`config.mk`:
```
export PLATFORM = sky130hd
export DESIGN_NAME = cell_plot_datapath
export DESIGN_NICKNAME = d
export VERILOG_FILES = /design/src/rtl/life_pkg.sv /design/src/rtl/block_scan_counter.sv /design/src/rtl/cell_plot_datapath.sv
export SDC_FILE = /design/constraint.sdc
export NUM_CORES = 1
export LEC_CHECK = 0
export BUFFER_PORTS_ARGS = -buffer_cell sky130_fd_sc_hd__buf_2
export CORE_ASPECT_RATIO = 1.1
export CORE_MARGIN = 2
export CORE_UTILIZATION = 35
export CTS_BUF_LIST = sky130_fd_sc_hd__clkbuf_8
export DETAILED_ROUTE_END_ITERATION = 6
export GPL_TIMING_DRIVEN = 0
export PLACE_DENSITY = 0.59
export SLEW_MARGIN = 20
export SYNTH_ARGS = -nofsm -noshare
export SYNTH_HDL_FRONTEND = slang
export SYNTH_SLANG_ARGS = --single-unit
export TNS_END_PERCENT = 30
```
`constraint.sdc`:
```
create_clock -name clock -period 3.2 [get_ports clock]
set_clock_uncertainty 0.2 [all_clocks]
set_input_delay 0.48 -clock clock [delete_from_list [all_inputs] [get_ports clock]]
set_output_delay 0.48 -clock clock [all_outputs]
set_load 0.03 [all_outputs]
```
`src/rtl/life_pkg.sv`:
```
// Shared grid geometry, paint FSM states and coordinate clamps
// for the cell plotting datapath.
package life_pkg;

    localparam int CELL_PX = 4;
    localparam int GRID_W  = 40;
    localparam int GRID_H  = 30;
    localparam int SCR_W   = GRID_W * CELL_PX;
    localparam int SCR_H   = GRID_H * CELL_PX;

    typedef enum logic [1:0] {
        IDLE = 2'd0,
        PLOT = 2'd1,
        DONE = 2'd2
    } state_t;

    function automatic logic [5:0] clamp_x(input logic [5:0] v);
        return (v > 6'(GRID_W - 1)) ? 6'(GRID_W - 1) : v;
    endfunction

    function automatic logic [4:0] clamp_y(input logic [5:0] v);
        return (v > 6'(GRID_H - 1)) ? 5'(GRID_H - 1) : v[4:0];
    endfunction

endpackage

```
`src/rtl/block_scan_counter.sv`:
```
// 4-bit pixel offset counter walking the 16 pixels of one cell,
// with synchronous clear, count enable and terminal-count flag.
module block_scan_counter (
    input  logic       clock,
    input  logic       reset,
    input  logic       clr,
    input  logic       en,
    output logic [3:0] cnt,
    output logic       tc
);

    logic [3:0] cnt_q;
    logic [3:0] cnt_d;

    always_comb begin
        cnt_d = cnt_q;
        if (clr) begin
            cnt_d = '0;
        end else if (en) begin
            cnt_d = cnt_q + 4'd1;
        end
    end

    always_ff @(posedge clock) begin
        if (!reset) begin
            cnt_q <= '0;
        end else begin
            cnt_q <= cnt_d;
        end
    end

    assign cnt = cnt_q;
    assign tc  = (cnt_q == 4'd15);

endmodule

```
`src/rtl/cell_plot_datapath.sv`:
```
// Paints one 4x4 cell of a 40x30 grid onto a 160x120 VGA frame,
// one pixel per cycle, starting on a rising edge of draw.
module cell_plot_datapath
    import life_pkg::*;
(
    input  logic       clock,
    input  logic       reset,
    input  logic       ld_x,
    input  logic       ld_y,
    input  logic       draw,
    input  logic [5:0] data_in,
    input  logic [2:0] colour_in,
    output logic [7:0] vga_x,
    output logic [6:0] vga_y,
    output logic [2:0] vga_colour,
    output logic       plot,
    output logic       busy,
    output logic       done
);

    state_t     state_q, state_d;
    logic       draw_low_q, draw_low_d;
    logic [5:0] cell_x_q, cell_x_d;
    logic [4:0] cell_y_q, cell_y_d;
    logic [5:0] snap_x_q, snap_x_d;
    logic [4:0] snap_y_q, snap_y_d;
    logic [2:0] snap_c_q, snap_c_d;

    logic       start;
    logic       cnt_en;
    logic [3:0] offset;
    logic       last_px;

    // Remembers that draw was seen low, so a level held through
    // reset release cannot masquerade as a fresh request.
    assign start = (state_q == IDLE) && draw && draw_low_q;
    assign cnt_en = (state_q == PLOT) && !last_px;

    block_scan_counter u_scan (
        .clock (clock),
        .reset (reset),
        .clr   (start),
        .en    (cnt_en),
        .cnt   (offset),
        .tc    (last_px)
    );

    always_comb begin
        state_d    = state_q;
        draw_low_d = ~draw;
        cell_x_d   = cell_x_q;
        cell_y_d   = cell_y_q;
        snap_x_d   = snap_x_q;
        snap_y_d   = snap_y_q;
        snap_c_d   = snap_c_q;
        unique case (state_q)
            IDLE: begin
                if (ld_x) cell_x_d = clamp_x(data_in);
                if (ld_y) cell_y_d = clamp_y(data_in);
                if (start) begin
                    state_d  = PLOT;
                    snap_x_d = cell_x_q;
                    snap_y_d = cell_y_q;
                    snap_c_d = colour_in;
                end
            end
            PLOT: begin
                if (last_px) state_d = DONE;
            end
            DONE: begin
                state_d = IDLE;
            end
            default: begin
                state_d = IDLE;
            end
        endcase
    end

    always_ff @(posedge clock) begin
        if (!reset) begin
            state_q    <= IDLE;
            draw_low_q <= 1'b0;
            cell_x_q   <= '0;
            cell_y_q   <= '0;
            snap_x_q   <= '0;
            snap_y_q   <= '0;
            snap_c_q   <= '0;
        end else begin
            state_q    <= state_d;
            draw_low_q <= draw_low_d;
            cell_x_q   <= cell_x_d;
            cell_y_q   <= cell_y_d;
            snap_x_q   <= snap_x_d;
            snap_y_q   <= snap_y_d;
            snap_c_q   <= snap_c_d;
        end
    end

    // Cell origin is a multiple of 4, so the offset just fills the low bits.
    assign vga_x      = {snap_x_q, offset[1:0]};
    assign vga_y      = {snap_y_q, offset[3:2]};
    assign vga_colour = snap_c_q;
    assign plot       = (state_q == PLOT);
    assign busy       = (state_q == PLOT);
    assign done       = (state_q == DONE);

endmodule

```
After elaboration in Yosys (flattened, before gate mapping)
Cells that the tools add are included.
{"block": "word_totals", "inputBits": 14, "ff_bits": 32, "word_cells": 33, "out_inout_bits": 21}
{"block": "classes", "muxes": 5, "magnitude_cmp": 2, "bitwise_logic": 2, "reduce_logical": 10, "add_sub_neg": 1, "n_eq_ne": 5}
{"op": "$reduce_and A2 Y1", "n": 4}
{"op": "$gt A6 B5 Y1 const B", "n": 1}
{"op": "$gt A6 B6 Y1 const B", "n": 1}
{"op": "$mux W6", "n": 1}
{"op": "$mux W5", "n": 1}
{"op": "$add A4 B1 Y4 const B", "n": 1}
{"op": "$eq A4 B4 Y1 const B", "n": 1}
{"op": "$mux W2", "n": 2}
{"op": "$pmux W2 S2", "n": 1}
{"op": "$logic_and A1 B1 Y1", "n": 3}
{"op": "$eq A2 B1 Y1 const B", "n": 1}
{"op": "$eq A2 B2 Y1 const B", "n": 1}
{"op": "$logic_not A2 Y1", "n": 1}
{"op": "$ne A2 B1 Y1 const B", "n": 1}
{"op": "$ne A2 B2 Y1 const B", "n": 1}
{"op": "$not A1 Y1", "n": 2}
{"op": "$reduce_or A2 Y1", "n": 1}
{"op": "$logic_not A1 Y1", "n": 1}

Longest topological paths before layout
{"block": "depth", "word_depth": 5, "depth_mapped": 5, "ltp_nobuf": 4}

Modules after synthesis
Synthesis repeated with hierarchy kept, for this count alone.
{"block": "hier_totals", "cells_unflattened": 133, "area_unflattened_um2": 1336.3}
{"mod": "cell_plot_datapath", "cells_per_inst": 115, "seq_area_each_um2": 560.5, "area_each_um2": 1147.4, "instances": 1}
{"mod": "block_scan_counter", "cells_per_inst": 18, "seq_area_each_um2": 80.1, "area_each_um2": 188.9, "instances": 1}

Least setup slack after synthesis
OpenSTA, ideal clock, no wires.
{"block": "synth_timing", "kind": "flip-flop to output port", "from": "reg state_q[1]", "to": "out plot", "path_buffers": 2, "path_slack_ns": 1.428, "t_required_ns": 2.520, "path_stages_with_launch": 5, "t_arrival_ns": 1.092, "path_cell_list": "dfxtp_1 -> nand2b_1 -> buf_2 -> inv_1 -> buf_4"}
{"block": "synth_via", "elab_chain_len": 1}
{"item": "start: declaration", "line_no": "cell_plot_datapath.sv:21", "text": "state_t state_q, state_d;"}
{"item": "start signal: assignment", "line_no": "cell_plot_datapath.sv:89", "text": "state_q <= state_d;"}
{"item": "$eq A2 B1 Y1"}
{"item": "end: declaration", "line_no": "cell_plot_datapath.sv:16", "text": "output logic plot,"}
No other way between the ends.

Final worst setup path
{"block": "layout_timing", "from": "reg state_q[1]", "to": "out plot"}
{"block": "layout_via", "elab_chain_len": 1}
{"item": "$eq A2 B1 Y1", "line_no": "cell_plot_datapath.sv:103", "text": "assign plot = (state_q == PLOT);"}
No other way between the ends.

==> reports/metrics.cfg <==
[cts]
cts_tree=done
htreeDepth=2
cts_buffer_depth=2
cts_resized=0
root_buffer=clkbuf_8
clock-sinks=32
post-cts-setup-buffer-count=0
clk_pin_slew_worst_paths_ps=60
cts_inserted_buffers=5
postCtsHoldBufs=0
clk_latency_ps=270

[route]
vias_per_cell=4.85
dr_total_vias=1100
wire_per_inst_um=12.5
ant_nets=0
drt_iter0_drc=25
drc=0
routed_wl_um=2840
drtPass1Iterations=4

[sta]
period_share_pct=65.6
tightest_slew_ps=579
rsz0062_at_grt=false
setup_viol=0
fmax_ghz=0.476
fin_crit_ps=2100
max_slew_margin_pct=61.3
holdWs_ps=184
hold_viol_final=0
fin_setup_tns_ps=0
slew_violations=0

[global_routing]
first_global_vias=1094
grt_max_degree=11
grt_pass1_wl_um=4640
grtUsageTotal_pct=15.4
overflow=0
grt_antenna_before_repair=0

[cells_and_area]
layout-drive-gt1-share_pct=27.7
multi_input_comb_area_um2=594
utilization_pct=44.2
fin_nets=194
areaGrowthSynthToFinish_pct=22.9
seqCellArea_um2=641
fill_cells=376
antenna_cells=0

[worst_setup_path]
max_stage_delay_ps=440
regToRegStartpoint=u_scan.cnt[0]$_SDFFE_PP0P_
required_ps=2520
worst_path_max_delay_cell=dfxtp_1
r2r_end=u_scan.cnt[0]$_SDFFE_PP0P_
cp-start-kind=flop
cp_common_cell=buf_2
r2r_setup_slack_ps=1670
endpoint_kind=primary output
arrival_ps=1420
worstPathMaxFanout=9
critPathKind=reg2out
worstRegToRegCells=4
crit_path_cell_trace=nand2b_1 -> buf_2 -> inv_1 -> buf_4 -> buf_2

[logic_synthesis]
synth_cell_types=30
yosysWarnings=0
yosysTopAreaCell=dfxtp_1
synth_top_area_share_pct=49.6
ys_seq_area_share_pct=49.6
synthArstFlopShare_pct=0
postSynthCellCount=139
synthesis.area_um2=1290
synth_nets=154
ys_seq_elements=32
synthTopCellsByArea=dfxtp_1 50%, nand2_1 9.6%, a21boi_1 5.2%, a21boi_0 4.6%, o221a_2 2.6%
synth-edff-count=0
syn_avg_cell_area_um2=9.30
ys.flop_type=dfxtp_1

[pwr]
power_leakage_nw=0.697
power_density_nw_per_um2=486
worst_ir_drop_vdd_v=0.000259

[floorplanning]
rows=23
fp.dieW_um=61.9
die_y_um=67.7
die-area_um2=4200
start_util_pct=35.9
core_um2=3600
io_pins=35

[status]
status=complete, no violations

[hold_path]
hp-start=draw
hold_depth=2
min_path_type=in2reg
worstHoldEndpoint=draw_low_q$_SDFF_PN0_

[place]
dp_hpwl_um=2060
gp_congestion=0.804
portBuffers=33

[run]
cap_violations=0

-- critical path, delay by kind of cell (launching register included) --
kind	cells	cell delay, ps
simple gates	1	140
flops	1	440
buf+inv	4	570
-- cells by family (layout without fill, tap and decap cells) --
group	Yosys count	in the layout	synth area share, %
and+or+nand+nor	58	58	23.6
muxes	1	1	0.774
AOI/OAI and AO/OA	36	36	20.6
DFF	32	32	49.6
buffers and inverters	11	49	4.45
adders and majority gates	1	1	0.968
-- sequential cells by signal, summed over array words and instances (netlist names) --
signal      count
cell_x_q        6
cell_y_q        5
draw_low_q      1
snap_x_q        6
snap_y_q        5
state_q         2
u_scan.cnt      4
vga_colour      3
-- Yosys cell counts (3+ instances only) --
master    count
a21boi_0      8
a21boi_1      9
a21oi_1       4
buf_4         4
clkbuf_1      3
dfxtp_1      32
inv_1         3
nand2_1      33
nand2b_1      4
nand3b_1      3
nor2_1        3
o211a_1       3
o21ai_0       5
o221a_2       3
or3_1         3
-- through the flow --
stage	total power, mW	setup WS [ps]	cells	cell area, um^2
6_report	0.773	1100	227	1590
5_1_grt	0.812	1020	227	1590
2_1_floorplan	0.486	1430	139	1290
3_5_place_dp	0.515	1390	222	1520
3_3_place_gp	0.512	1420	222	1520
4_1_cts	0.785	1080	227	1590
-- cells in the final DEF (no fill, tap or decap) --
cell type	n
a21boi_0	8
a21boi_1	9
a21oi_1	4
a31oi_1	1
a41oi_1	1
and2_1	1
and2b_1	1
and3_1	2
and4bb_2	1
buf_2	34
buf_4	4
clkbuf_1	3
clkbuf_8	5
dfxtp_1	32
ha_1	1
inv_1	3
mux2i_1	1
nand2_1	33
nand2b_1	4
nand3_1	2
nand3b_1	3
nand4bb_1	1
nor2_1	3
nor2b_1	2
nor3b_2	1
nor3b_4	1
o211a_1	3
o21ai_0	5
o221a_2	3
o31ai_1	2
or3_1	3
-- routing by layer --
metal	share of wire [%]	vias up	GRT usage (%)	wire [um]
met2	47	30	25.3	1330
met3	5.2	6	5.75	147
met5	0	-	0	0
met1	46	508	17.5	1320
li1	-	556	-	-
met4	1.6	0	6.65	46
-- power by group --
part	switching [mW]	internal, mW
clock	0.128	0.140
combinational	0.0470	0.0345
sequential	0.00913	0.415
total	0.184	0.589
-- final cells by class --
type | instances | share of cell area [%]
clock buffer | 5 | 4.33
buffer | 8 | 2.91
sequential | 32 | 40.3
tap | 50 | 3.94
inverter | 3 | 0.709
timing repair buffer | 33 | 10.4
multi-input combinational | 96 | 37.4
-- how the worst max path moves through the flow --
stage | start | endpoint
3_5_place_dp | state_q[1]$_SDFFE_PN0P_ | plot
6_report | state_q[1]$_SDFFE_PN0P_ | plot
4_1_cts | state_q[1]$_SDFFE_PN0P_ | plot
2_1_floorplan | state_q[1]$_SDFFE_PN0P_ | plot
5_1_grt | state_q[1]$_SDFFE_PN0P_ | plot
3_3_place_gp | state_q[1]$_SDFFE_PN0P_ | plot
No activity file was read; power rests on OpenSTA's default activity.
